## config.mk

```make
export PLATFORM = sky130hd
export DESIGN_NAME = sprite_redraw_flat
export DESIGN_NICKNAME = d
export VERILOG_FILES = /design/src/rtl/car_game_pkg.sv /design/src/rtl/sprite_redraw_if.sv /design/src/rtl/sprite_scan.sv /design/src/rtl/sprite_redraw.sv /design/src/flat_wrapper.sv
export SDC_FILE = /design/constraint.sdc
export NUM_CORES = 1
export LEC_CHECK = 0
export BUFFER_PORTS_ARGS = -buffer_cell sky130_fd_sc_hd__buf_2
export CORE_ASPECT_RATIO = 1.25
export CORE_UTILIZATION = 56
export DETAILED_ROUTE_END_ITERATION = 10
export HOLD_SLACK_MARGIN = 0.03
export PLACE_DENSITY_LB_ADDON = 0.3
export SYNTH_ARGS = -nofsm -noshare
export SYNTH_HDL_FRONTEND = slang
export SYNTH_SLANG_ARGS = --single-unit
```

## constraint.sdc

```tcl
create_clock -name Clock -period 6.3 [get_ports Clock]
set_input_delay 1.575 -clock Clock [delete_from_list [all_inputs] [get_ports Clock]]
set_output_delay 1.575 -clock Clock [all_outputs]
set_load 0.005 [all_outputs]
```

## src/rtl/car_game_pkg.sv

```systemverilog
// Shared screen geometry, sprite size and redraw state encoding for the car game video path.
package car_game_pkg;

  localparam int SCREEN_W   = 160;
  localparam int SCREEN_H   = 120;
  localparam int SPRITE_DIM = 8;

  localparam logic [2:0] DEFAULT_TRANSPARENT = 3'b000;

  typedef enum logic [1:0] {
    ST_IDLE  = 2'd0,
    ST_ERASE = 2'd1,
    ST_DRAW  = 2'd2,
    ST_DONE  = 2'd3
  } redraw_state_e;

endpackage

```

## src/rtl/sprite_redraw_if.sv

```systemverilog
// Request, ROM and VGA pixel-port signals of the sprite redraw engine.
interface sprite_redraw_if;

  logic        Req;
  logic [7:0]  NewX;
  logic [6:0]  NewY;
  logic        Busy;
  logic        Done;
  logic [5:0]  SprAddr;
  logic [2:0]  SprColour;
  logic [14:0] BgAddr;
  logic [2:0]  BgColour;
  logic [7:0]  VGA_X;
  logic [6:0]  VGA_Y;
  logic [2:0]  Colour;
  logic        Plot;

  // The master is the requester, which also models the external ROMs and the VGA adapter.
  modport master (
    output Req, NewX, NewY, SprColour, BgColour,
    input  Busy, Done, SprAddr, BgAddr, VGA_X, VGA_Y, Colour, Plot
  );

  modport slave (
    input  Req, NewX, NewY, SprColour, BgColour,
    output Busy, Done, SprAddr, BgAddr, VGA_X, VGA_Y, Colour, Plot
  );

endinterface

```

## src/rtl/sprite_scan.sv

```systemverilog
// Row-major col/row scan over the 8x8 sprite, with a flag on the final pixel.
module sprite_scan
  import car_game_pkg::*;
(
  input  logic       clk,
  input  logic       rst,
  input  logic       clear,
  input  logic       enable,
  output logic [2:0] row,
  output logic [2:0] col,
  output logic       last
);

  localparam logic [2:0] MAX_IDX = 3'(SPRITE_DIM - 1);

  logic [2:0] row_q, row_d;
  logic [2:0] col_q, col_d;

  always_comb begin
    row_d = row_q;
    col_d = col_q;
    if (clear) begin
      row_d = '0;
      col_d = '0;
    end else if (enable) begin
      col_d = col_q + 3'd1;
      if (col_q == MAX_IDX) begin
        row_d = row_q + 3'd1;
      end
    end
  end

  always_ff @(posedge clk) begin
    if (rst) begin
      row_q <= '0;
      col_q <= '0;
    end else begin
      row_q <= row_d;
      col_q <= col_d;
    end
  end

  assign row  = row_q;
  assign col  = col_q;
  assign last = (row_q == MAX_IDX) && (col_q == MAX_IDX);

endmodule

```

## src/rtl/sprite_redraw.sv

```systemverilog
// Moves the car sprite: erases the old 8x8 footprint from the background ROM, then draws
// the sprite at the new position, one pixel per cycle behind a one-cycle ROM latency.
module sprite_redraw
  import car_game_pkg::*;
#(
  parameter logic [2:0] TRANSPARENT = DEFAULT_TRANSPARENT,
  parameter int         BG_WIDTH    = SCREEN_W
) (
  input logic            Clock,
  input logic            Reset,
  sprite_redraw_if.slave bus
);

  redraw_state_e state_q, state_d;

  logic [7:0] new_x_q, new_x_d;
  logic [6:0] new_y_q, new_y_d;
  logic [7:0] old_x_q, old_x_d;
  logic [6:0] old_y_q, old_y_d;
  logic       old_valid_q, old_valid_d;

  logic       pix_valid_q, pix_valid_d;
  logic       pix_erase_q, pix_erase_d;
  logic       pix_in_q, pix_in_d;
  logic [7:0] pix_x_q, pix_x_d;
  logic [6:0] pix_y_q, pix_y_d;

  logic [2:0] row, col;
  logic       last;
  logic       scan_clear, scan_en;

  logic       erasing, issuing;
  logic [7:0] base_x;
  logic [6:0] base_y;
  logic [8:0] sum_x;
  logic [7:0] sum_y;
  logic       in_bounds;

  sprite_scan u_scan (
    .clk    (Clock),
    .rst    (Reset),
    .clear  (scan_clear),
    .enable (scan_en),
    .row    (row),
    .col    (col),
    .last   (last)
  );

  always_comb begin
    state_d     = state_q;
    new_x_d     = new_x_q;
    new_y_d     = new_y_q;
    old_x_d     = old_x_q;
    old_y_d     = old_y_q;
    old_valid_d = old_valid_q;
    scan_clear  = 1'b0;
    scan_en     = 1'b0;
    case (state_q)
      ST_IDLE: begin
        scan_clear = 1'b1;
        if (bus.Req) begin
          new_x_d = bus.NewX;
          new_y_d = bus.NewY;
          state_d = old_valid_q ? ST_ERASE : ST_DRAW;
        end
      end
      ST_ERASE: begin
        scan_en = 1'b1;
        if (last) state_d = ST_DRAW;
      end
      ST_DRAW: begin
        scan_en = 1'b1;
        if (last) state_d = ST_DONE;
      end
      ST_DONE: begin
        scan_clear  = 1'b1;
        old_x_d     = new_x_q;
        old_y_d     = new_y_q;
        old_valid_d = 1'b1;
        state_d     = ST_IDLE;
      end
      default: state_d = ST_IDLE;
    endcase
  end

  // Sums are one bit wider than the screen coordinates so the clip test sees overflow past the edge.
  always_comb begin
    erasing   = (state_q == ST_ERASE);
    issuing   = erasing || (state_q == ST_DRAW);
    base_x    = erasing ? old_x_q : new_x_q;
    base_y    = erasing ? old_y_q : new_y_q;
    sum_x     = {1'b0, base_x} + {6'd0, col};
    sum_y     = {1'b0, base_y} + {5'd0, row};
    in_bounds = (sum_x < 9'(SCREEN_W)) && (sum_y < 8'(SCREEN_H));

    pix_valid_d = issuing;
    pix_erase_d = erasing;
    pix_in_d    = in_bounds;
    pix_x_d     = issuing ? sum_x[7:0] : pix_x_q;
    pix_y_d     = issuing ? sum_y[6:0] : pix_y_q;
  end

  assign bus.SprAddr = (state_q == ST_DRAW) ? {row, col} : 6'd0;
  assign bus.BgAddr  = erasing ? 15'(15'(sum_y) * 15'(BG_WIDTH) + 15'(sum_x)) : 15'd0;

  assign bus.Busy   = (state_q != ST_IDLE);
  assign bus.Done   = (state_q == ST_DONE);
  assign bus.VGA_X  = pix_x_q;
  assign bus.VGA_Y  = pix_y_q;
  // ROM data arrives in the same cycle as the registered pixel, so colour is muxed combinationally.
  assign bus.Colour = !pix_valid_q ? 3'd0 : (pix_erase_q ? bus.BgColour : bus.SprColour);
  assign bus.Plot   = pix_valid_q && pix_in_q && (pix_erase_q || (bus.SprColour != TRANSPARENT));

  always_ff @(posedge Clock) begin
    if (Reset) begin
      state_q     <= ST_IDLE;
      new_x_q     <= '0;
      new_y_q     <= '0;
      old_x_q     <= '0;
      old_y_q     <= '0;
      old_valid_q <= 1'b0;
      pix_valid_q <= 1'b0;
      pix_erase_q <= 1'b0;
      pix_in_q    <= 1'b0;
      pix_x_q     <= '0;
      pix_y_q     <= '0;
    end else begin
      state_q     <= state_d;
      new_x_q     <= new_x_d;
      new_y_q     <= new_y_d;
      old_x_q     <= old_x_d;
      old_y_q     <= old_y_d;
      old_valid_q <= old_valid_d;
      pix_valid_q <= pix_valid_d;
      pix_erase_q <= pix_erase_d;
      pix_in_q    <= pix_in_d;
      pix_x_q     <= pix_x_d;
      pix_y_q     <= pix_y_d;
    end
  end

endmodule

```

## src/flat_wrapper.sv

```systemverilog
// flat-port wrapper written by rule: the top's interface ports become plain ports
module sprite_redraw_flat import car_game_pkg::*;
#(
  parameter logic [2:0] TRANSPARENT = DEFAULT_TRANSPARENT,
  parameter int         BG_WIDTH    = SCREEN_W
)
  (Clock, Reset, bus_Req, bus_NewX, bus_NewY, bus_SprColour, bus_BgColour, bus_Busy, bus_Done, bus_SprAddr, bus_BgAddr, bus_VGA_X, bus_VGA_Y, bus_Colour, bus_Plot);
  sprite_redraw_if bus_i ();
  input logic Clock;
  input logic Reset;
  input wire logic [$bits(bus_i.Req)-1:0] bus_Req;
  input wire logic [$bits(bus_i.NewX)-1:0] bus_NewX;
  input wire logic [$bits(bus_i.NewY)-1:0] bus_NewY;
  input wire logic [$bits(bus_i.SprColour)-1:0] bus_SprColour;
  input wire logic [$bits(bus_i.BgColour)-1:0] bus_BgColour;
  output wire logic [$bits(bus_i.Busy)-1:0] bus_Busy;
  output wire logic [$bits(bus_i.Done)-1:0] bus_Done;
  output wire logic [$bits(bus_i.SprAddr)-1:0] bus_SprAddr;
  output wire logic [$bits(bus_i.BgAddr)-1:0] bus_BgAddr;
  output wire logic [$bits(bus_i.VGA_X)-1:0] bus_VGA_X;
  output wire logic [$bits(bus_i.VGA_Y)-1:0] bus_VGA_Y;
  output wire logic [$bits(bus_i.Colour)-1:0] bus_Colour;
  output wire logic [$bits(bus_i.Plot)-1:0] bus_Plot;
  assign bus_i.Req = bus_Req;
  assign bus_i.NewX = bus_NewX;
  assign bus_i.NewY = bus_NewY;
  assign bus_i.SprColour = bus_SprColour;
  assign bus_i.BgColour = bus_BgColour;
  assign bus_Busy = bus_i.Busy;
  assign bus_Done = bus_i.Done;
  assign bus_SprAddr = bus_i.SprAddr;
  assign bus_BgAddr = bus_i.BgAddr;
  assign bus_VGA_X = bus_i.VGA_X;
  assign bus_VGA_Y = bus_i.VGA_Y;
  assign bus_Colour = bus_i.Colour;
  assign bus_Plot = bus_i.Plot;
  sprite_redraw #(.TRANSPARENT(TRANSPARENT), .BG_WIDTH(BG_WIDTH)) u_core (.Clock(Clock), .Reset(Reset), .bus(bus_i));
endmodule
```

==> impl_metrics.py <==
metrics = {
    "routing": {
        "vias": 2923,
        "vias_per_cell": 5.257,
        "drc": 1,
        "routedWlPerCell_um": 12.97,
        "drt-pass1-iter-count": 7,
        "dr.first_iter.drc_count": 82,
        "wirelength_mm": 7.213,
        "ant_nets": 0,
    },
    "timing": {
        "min_period_over_period": 0.9487,
        "hold_ws_ps": 475.5,
        "hold_viol_final": 0,
        "rsz0062_at_grt": "false",
        "fmax_mhz": 167.3,
        "tightest_slew_ps": 1181,
        "fin_setup_tns_ps": 0,
        "fin_skew_ps": 10.03,
        "finalSetupViolations": 0,
        "max_slew_margin": 0.2126,
        "maxSlewViolCount": 0,
        "min_period_ps": 5977,
    },
    "yosys": {
        "ys_ff_latch": 57,
        "syn-num-nets": 462,
        "synth-main-ff-cell": "dfxtp_1",
        "synth_cells": 407,
        "synth-seq-area-share": 0.3228,
        "synthArstFlopShare": 0,
        "synth_enable_flop_cells": 0,
        "avgSynthCellArea_um2": 8.685,
        "synth.distinct_cells": 46,
        "synth_area_um2": 3535,
        "ys_warn_count": 0,
    },
    "min_path": {
        "min_from": "u_core.new_x_q[6]",
        "hold_class": "flip-flop to flip-flop",
    },
    "critical_path": {
        "crit_path_top_delay_cell": "fa_1",
        "path_cells": "inv_1, ha_4, mux2_2, ha_1, inv_1, fa_1, nand2b_1, a21oi_4, xor2_4, xnor2_1, inv_1, ha_1, a211oi_2, nor2_1, xor2_1, nand3_1, xnor2_1, and2_1, buf_2",
        "cp_common_cell": "inv_1",
        "cp-start-kind": "flip-flop",
        "critPathArrivalTime_ps": 4400,
        "required_ps": 4720,
        "critical_path.max_fanout": 8,
        "critPathLaunch": "u_core.state_q[1]",
        "endpoint_kind": "output port",
        "critical-path-max-stage-delay_ps": 400,
        "crit_buf_inv": 4,
        "path_class": "flip-flop to output port",
        "worstReg2RegStart": "u_core.state_q[1]",
        "cp_top_family": "adder cells",
    },
    "pwr": {
        "p_leak_nw": 1.879,
        "power_density_nw_per_um2": 329.9,
        "peakVddDrop_mv": 0.3796,
        "finalPower_mw": 1.365,
    },
    "run_status": {
        "violations": "design-rule violations",
        "status": "finished with violations",
    },
    "layout": {
        "multi_input_area_um2": 2263,
        "layout-drive-gt1-share": 0.2102,
        "regArea_um2": 1141,
        "synthToLayoutAreaGrowth_pct": 17.06,
        "final_nets": 521,
        "fillers": 521,
        "antenna_cells": 0,
    },
    "clocking": {
        "cts_hold_buffers": 0,
        "htree_levels": 3,
        "numCtsBuffers": 9,
        "path_clk_slew_ps": 60,
        "cts_sinks": 57,
        "clockBufferDepth": 2,
        "cts-root-buf": "clkbuf_8",
        "clk_latency_ps": 350,
        "cts_tree": "built",
    },
    "global_routing": {
        "grt_pass1_vias": 2708,
        "grt_pass1_wl_mm": 12.06,
        "grt_max_degree": 53,
        "overflow": 0,
        "grt_use_total": 0.2348,
        "antenna_found_initial": 0,
    },
    "floorplanning": {
        "num_rows": 32,
        "die_width_um": 73.06,
        "io_pins": 66,
        "die_area_um2": 6636,
        "floorplan.initialDensity": 0.5770,
        "die_h_um": 90.83,
        "core_area_um2": 6126,
    },
    "job": {
        "maxCapViolations": 0,
    },
    "placed_design": {
        "io_buffers": 65,
        "globalplace.congestion": 0.8000,
        "dp_hpwl_mm": 5.415,
    },
}
kinds of logic after synthesis:
logic type | count (synthesis) | synth area share
fa+ha+maj | 31 | 0.1182
simple gates | 148 | 0.1975
mux | 48 | 0.1384
xor+xnor | 28 | 0.07151
flops | 57 | 0.3228
compound gates | 55 | 0.1058
buf+inv | 40 | 0.04567
synth_stat cells (2+ instances only):
cell type	count	area share
dfxtp_1	57	0.32
nor2_1	51	0.054
nand2_1	42	0.045
mux2i_1	41	0.12
ha_1	27	0.096
a21oi_1	23	0.033
and2_1	21	0.037
inv_1	21	0.022
xnor2_1	14	0.035
clkbuf_1	13	0.014
xor2_1	13	0.032
nor2b_1	10	0.018
mux2_2	7	0.022
nand3_1	7	0.0099
a21o_1	6	0.013
a211oi_1	5	0.011
fa_1	4	0.023
buf_2	3	0.0042
nor3_1	3	0.0042
o21ai_0	3	0.0042
a211oi_2	2	0.0071
a31oi_1	2	0.0035
buf_1	2	0.0021
nand2b_1	2	0.0035
nand3b_1	2	0.0042
nor3b_1	2	0.0042
o211ai_1	2	0.0042
o21a_1	2	0.0042
o21ai_1	2	0.0028
or3_1	2	0.0035
worst register-to-register path, stage by stage (launching register included):
cell and delay [ps]:
dfxtp_1 390, inv_1 110, ha_4 200, buf_4 210
mux2_2 250, ha_1 170, inv_1 60, fa_1 390
nor2b_1 190, o221ai_1 190, xnor2_1 400, mux2i_1 130
nor2_1 120
worst paths after layout:
path	endpoint	slack, ps	cells past startpoint
min reg2reg	u_core.new_x_q[6]	480	2
min	u_core.new_x_q[6]	480	2
max reg2reg	u_core.bus.VGA_X[6]	3410	12
max	bus_BgAddr[13]	320	19
metrics by stage:
| stage | util | cells | cell area (um2) | worst slack [ps] |
|---|---|---|---|---|
| floorplan | - | 407 | 3535 | 653.7 |
| global placement | 0.6364 | 540 | 3899 | 646.2 |
| detailed placement | 0.6364 | 540 | 3899 | 528.8 |
| CTS | 0.6703 | 556 | 4106 | 133.9 |
| global route | 0.6754 | 556 | 4138 | 42.66 |
| finish | 0.6754 | 556 | 4138 | 323.2 |
routing by layer:
layer	global-route usage	vias to the layer above	routed length (um)
li1	-	1483	-
met1	0.2829	1353	3309
met5	0	-	0
met4	0.1275	0	189
met2	0.3812	71	3454
met3	0.05022	16	258
power by group:
part	switching (mW)	leakage [nW]	internal, mW
registers	0.0401	0.464	0.412
clock network	0.143	0.107	0.215
logic	0.313	1.31	0.242
timing repair:
action	4_1_cts	5_1_grt
setup buffers	0	0
hold endpoints to repair	0	0
resized for setup	0	4
setup endpoints to repair	0	4
final cells by class:
type | instances | area share
Clock buffer | 14 | 0.04173
Timing Repair Buffer | 67 | 0.08225
Tap cell | 85 | 0.02570
Clock inverter | 2 | 0.008467
Inverter | 21 | 0.01905
Multi-Input combinational cell | 310 | 0.5470
Sequential cell | 57 | 0.2758
cell usage in the layout (no fill, tap or decap), types with 13 or more instances in the layout:
cell type | netlist | layout
xor2_1 | 13 | 13
nand2_1 | 42 | 42
buf_2 | 3 | 65
nor2_1 | 51 | 51
ha_1 | 27 | 26
and2_1 | 21 | 21
a21oi_1 | 23 | 23
dfxtp_1 | 57 | 57
mux2i_1 | 41 | 41
xnor2_1 | 14 | 13
inv_1 | 21 | 21
flip-flops by register name, summed over array words and instances, names as in the netlist, 2 cells and up:
signal and flops:
u_core.u_scan.col 3, u_core.bus.VGA_Y 7, u_core.u_scan.row 3, u_core.old_y_q 7, u_core.new_y_q 7, u_core.bus.VGA_X 8
u_core.old_x_q 8, u_core.new_x_q 8, u_core.state_q 2
Power figures use the tool's default switching activity.
